`config.mk`:
```
export PLATFORM = sky130hd
export DESIGN_NAME = xnor_match_tracker
export DESIGN_NICKNAME = d
export VERILOG_FILES = /design/src/rtl/xnor_match_tracker.sv
export SDC_FILE = /design/constraint.sdc
export NUM_CORES = 1
export LEC_CHECK = 0
export ABC_CLOCK_PERIOD_IN_PS = 3500
export CAP_MARGIN = 5
export CORE_MARGIN = 10
export CORE_UTILIZATION = 40
export CTS_CLUSTER_DIAMETER = 200
export DETAILED_ROUTE_END_ITERATION = 8
export HOLD_SLACK_MARGIN = 0.15
export PLACE_DENSITY_LB_ADDON = 0.12
export SLEW_MARGIN = 10
export SYNTH_ARGS = -nofsm -noshare
export SYNTH_HDL_FRONTEND = slang
export SYNTH_SLANG_ARGS = --single-unit
```
`constraint.sdc`:
```
create_clock -name clk -period 3.5 [get_ports clk]
set_input_delay 0.525 -clock clk [delete_from_list [all_inputs] [get_ports clk]]
set_output_delay 0.525 -clock clk [all_outputs]
set_load 0.005 [all_outputs]
```
`src/rtl/xnor_match_tracker.sv`:
```
// Scores each valid XNOR agreement vector, classifies it as full/near/miss and
// tracks operand alignment with a SEARCH/LOCKED FSM. Two registered stages.
module xnor_match_tracker #(
    parameter int WIDTH         = 6,
    parameter int LOCK_COUNT    = 4,
    parameter int UNLOCK_MISSES = 2,
    parameter int MIN_BITS      = 5
) (
    input  logic             clk,
    input  logic             rst_n,
    input  logic             in_valid,
    input  logic [WIDTH-1:0] xn,
    input  logic             clear,
    output logic             out_valid,
    output logic [2:0]       ones_count,
    output logic             full_match,
    output logic             near_match,
    output logic             locked,
    output logic [3:0]       match_run,
    output logic [7:0]       miss_total
);

    typedef enum logic {
        SEARCH = 1'b0,
        LOCKED = 1'b1
    } state_t;

    // Valid/ready: there is no backpressure; a sample is accepted on every
    // edge where in_valid=1 and clear=0, and each accepted sample yields
    // exactly one out_valid pulse two edges later unless clear/reset intervene.

    state_t           state_q, state_d;
    logic             v1_q, v1_d;
    logic [WIDTH-1:0] x1_q, x1_d;
    logic             out_valid_q, out_valid_d;
    logic [2:0]       ones_q, ones_d;
    logic             full_q, full_d;
    logic             near_q, near_d;
    logic [3:0]       match_run_q, match_run_d;
    logic [7:0]       miss_total_q, miss_total_d;
    logic [3:0]       miss_ctr_q, miss_ctr_d;

    logic [2:0]       pop;
    logic             is_full;
    logic             is_near;
    logic             is_miss;

    always_comb begin
        pop = '0;
        for (int i = 0; i < WIDTH; i++) begin
            pop = pop + {2'b00, x1_q[i]};
        end
    end

    assign is_full = (x1_q == {WIDTH{1'b1}});
    assign is_near = !is_full && (pop >= 3'(MIN_BITS));
    assign is_miss = !is_full && !is_near;

    always_comb begin
        state_d      = state_q;
        v1_d         = in_valid;
        x1_d         = in_valid ? xn : x1_q;
        out_valid_d  = v1_q;
        ones_d       = ones_q;
        full_d       = full_q;
        near_d       = near_q;
        match_run_d  = match_run_q;
        miss_total_d = miss_total_q;
        miss_ctr_d   = miss_ctr_q;

        if (v1_q) begin
            ones_d = pop;
            full_d = is_full;
            near_d = is_near;

            if (is_full) begin
                match_run_d = (match_run_q == 4'hF) ? 4'hF : match_run_q + 4'd1;
            end else begin
                match_run_d = 4'd0;
            end

            if (is_miss && (miss_total_q != 8'hFF)) begin
                miss_total_d = miss_total_q + 8'd1;
            end

            // The lock test uses the unsaturated run so a 15-long run still counts.
            case (state_q)
                SEARCH: begin
                    if (is_full && (({1'b0, match_run_q} + 5'd1) >= 5'(LOCK_COUNT))) begin
                        state_d    = LOCKED;
                        miss_ctr_d = 4'd0;
                    end
                end
                LOCKED: begin
                    if (is_full) begin
                        miss_ctr_d = 4'd0;
                    end else if (is_miss) begin
                        if ((miss_ctr_q + 4'd1) == 4'(UNLOCK_MISSES)) begin
                            state_d     = SEARCH;
                            match_run_d = 4'd0;
                            miss_ctr_d  = 4'd0;
                        end else begin
                            miss_ctr_d = miss_ctr_q + 4'd1;
                        end
                    end
                end
                default: state_d = SEARCH;
            endcase
        end

        // Flush drops both the sample in stage 1 and the one arriving now.
        if (clear) begin
            state_d      = SEARCH;
            v1_d         = 1'b0;
            x1_d         = '0;
            out_valid_d  = 1'b0;
            ones_d       = '0;
            full_d       = 1'b0;
            near_d       = 1'b0;
            match_run_d  = '0;
            miss_total_d = '0;
            miss_ctr_d   = '0;
        end
    end

    always_ff @(posedge clk or negedge rst_n) begin
        if (!rst_n) begin
            state_q      <= SEARCH;
            v1_q         <= 1'b0;
            x1_q         <= '0;
            out_valid_q  <= 1'b0;
            ones_q       <= '0;
            full_q       <= 1'b0;
            near_q       <= 1'b0;
            match_run_q  <= '0;
            miss_total_q <= '0;
            miss_ctr_q   <= '0;
        end else begin
            state_q      <= state_d;
            v1_q         <= v1_d;
            x1_q         <= x1_d;
            out_valid_q  <= out_valid_d;
            ones_q       <= ones_d;
            full_q       <= full_d;
            near_q       <= near_d;
            match_run_q  <= match_run_d;
            miss_total_q <= miss_total_d;
            miss_ctr_q   <= miss_ctr_d;
        end
    end

    assign out_valid  = out_valid_q;
    assign ones_count = ones_q;
    assign full_match = full_q;
    assign near_match = near_q;
    assign locked     = (state_q == LOCKED);
    assign match_run  = match_run_q;
    assign miss_total = miss_total_q;

endmodule

```
==> run summary <==
CTS Root Cell - clkbuf_8
Max-cap violation count - 0
Most common cell in the netlist - dfrtp_1
RSZ-0062 raised after global routing - false
Post-synth EDFFs - 0
Crit path launch - x1_q[0]$_DFFE_PN0P_
WL per Instance - 15.3 um
# hold bufs at CTS - 0
HP Start - ones_count[2]$_DFFE_PN0P_
Synth Cell Area - 0.00168 sq mm
N_diodes - 0
Cells after DPL - 241
Final Wtd Congestion - 0.789
Seq/Total Area, Yosys - 44.8%
Final Cycle Share - 94.7%
Pwr per Cell Area - 380 mW/mm^2
CP max stage delay - 0.54 ns
CP top delay family - adder cells
Max-slew headroom - 64.3%
First-pass GRT wire length - 6670 um
Post-cts gate resize count - 0
GRT Total Usage - 11.2%
Setup WS pre-CTS - 0.142 ns
CTS tree - yes
Endpoint class of the critical path - flop
Overflow after GRT - 0
Largest cells by area after synthesis - dfrtp_1, mux2i_1, nor2_1
Worst setup SP type - flop
Starting Density - 41.6%
Clock buffer depth - 2
FMAX - 0.302 GHz
Row cnt - 23
Worst endpoint data arrival time - 3.48 ns
Syn_nets - 187
Vias in the first global route - 1383
Post-synth ARST share - 100%
Antenna Violating Nets Remaining - 0
Critical-path maximum fanout - 4
Yosys cell types - 40
Largest area contributor in the netlist - dfrtp_1
Setup bufs post-CTS - 0
Total number of vias - 1327
Fin nets - 218
Gate Count Post-Synth - 167
Chip Width - 84.7 um
Fillcell total - 391
Setup TNS - 0 ns
Boundary Pins - 29
Starting DRC count in detailed routing - 78
Die height - 84.7 um
Post-Place Cell Area - 0.00200 sq mm
Clock transition at path regs - 0.06 ns
PnR worst setup slack - 0.184 ns
Worst-path cell chain - fa_1 > inv_1 > fa_1 > inv_1 > ha_1 > inv_1 > fa_1 > nor2b_4 > or2_2 > a31oi_1 > nand3_1 > mux2i_1
Worst vdd ir - 258 uV
DRC - 0
Final WL - 3790 um
P_leak - 0.000898 uW
Die area - 0.00718 sq mm
FF-to-FF Start - x1_q[0]$_DFFE_PN0P_
Largest net degree at the start of global routing - 31
Drt pass-1 iters - 4
Total CTS buffers - 5
Crit Path Class - reg2reg
Tightest Pin Transition - 0.535 ns
HP Class - reg2reg
Port bufs - 28
Final core occ - 52.5%
Final-report setup violation count - 0
Multi-input logic area - 855 sq um
#FFs+latches synth - 30
Storage cell area - 751 sq um
Sink Count - 30
Final Instance Area - 0.00212 sq mm
Synth Area per Inst - 10.0 sq um
Critical path buffer and inverter count - 3
H-tree Lvls - 2
Clk_skew - 0.00872 ns
DP Wirelength - 2690 um
Most common library cells after synthesis - dfrtp_1, nor2_1, nand3_1
Floorplan core area - 0.00403 sq mm
Share of the synthesized area in the top cell type - 44.8%
Outcome - finished clean
Ratio of cells with drive above 1 in the final layout - 8.59%
Most common flop cell mapped by yosys - dfrtp_1
CP Data Required Time - 3.67 ns
Initial antenna violation count - 0
Drt via density - 5.35
Tmin final - 3.32 ns
Yosys Warn Count - 0
Fin. Hold Viols - 0
Worst-skew pair later-pin latency - 0.28 ns
FF-to-FF setup slack - 0.18 ns
Slew Limit Fails - 0
Area grow syn2layout - 26.3%
Slowest-stage cell, CP - fa_1
Finished Layout Cells - 248
[worst paths after layout]
| kind | end | cells after the start |
|---|---|---|
| max in group asynchronous | v1_q$_DFF_PN0_ | 2 |
| max | miss_ctr_q[1]$_DFFE_PN0P_ | 12 |
| min | ones_count[2]$_DFFE_PN0P_ | 2 |
| max reg2reg | miss_ctr_q[1]$_DFFE_PN0P_ | 12 |
| min in group asynchronous | match_run[0]$_DFFE_PN0P_ | 2 |
| min reg2reg | ones_count[2]$_DFFE_PN0P_ | 2 |
[cell type report]
type	instances	area share, %
Tap cell	50	2.96
Clock buffer	6	3.90
Multi-Input combinational cell	120	40.4
Sequential cell	30	35.5
Clock inverter	1	1.42
Inverter	11	1.95
Timing Repair Buffer	30	13.9
[report_power, final]
| part | switching, uW | internal, uW |
|---|---|---|
| clock network | 126 | 227 |
| registers | 9.85 | 355 |
| logic | 43.6 | 41.5 |
[logic make-up after synthesis]
kind of cell             synth area share, %
AO/OA/AOI/OAI                           10.5
multiplexers                            6.57
buffers and inverters                   4.25
adder cells (fa/ha/maj)                 8.81
XOR/XNOR                                3.13
flip-flops                              44.8
AND/OR/NAND/NOR                         21.9
[flip-flops by register name, indices dropped and copies added, names as in the netlist]
register,count
near_match,1
out_valid,1
miss_total,8
v1_q,1
full_match,1
x1_q,6
locked,1
match_run,4
miss_ctr_q,4
ones_count,3
[layer usage]
| layer | part of all wire [%] | global-route usage [%] | vias up |
|---|---|---|---|
| li1 | - | - | 644 |
| met1 | 42 | 12.3 | 650 |
| met2 | 50 | 18.3 | 25 |
| met3 | 6.5 | 5.41 | 8 |
| met4 | 1.9 | 4.04 | 0 |
| met5 | 0 | 0 | - |
[worst reg2reg max path, cell delays in order, from the launching register on]
cell and delay (ns):
dfrtp_1 0.41, fa_1 0.54, inv_1 0.05, fa_1 0.48, inv_1 0.04, ha_1 0.16
inv_1 0.06, fa_1 0.43, nor2b_4 0.15, or2_2 0.31, a31oi_1 0.22, nand3_1 0.18
mux2i_1 0.16
[placed cells by master, fill, tap and decap left out, types with 2 or more instances in the layout]
cell	instances
a211oi_1	2
a21oi_1	8
a41o_1	2
and3_1	2
buf_4	2
clkbuf_8	6
clkdlybuf4s50_1	28
dfrtp_1	30
fa_1	3
ha_1	7
inv_1	10
mux2i_1	11
nand2_1	6
nand3_1	12
nand4_1	2
nor2_1	27
nor2_4	2
nor3_1	3
nor4_1	2
nor4b_1	3
o211ai_1	3
o21ai_0	4
xnor2_1	5
[metrics by stage]
stage / total power [uW] / hold slack, ns
final: 804 / 0.523
after global placement: 455 / 0.506
after CTS: 816 / 0.535
after floorplan: 419 / 0.229
after global routing: 846 / 0.565
after detailed placement: 459 / 0.515
(Power assumes the default switching activity.)
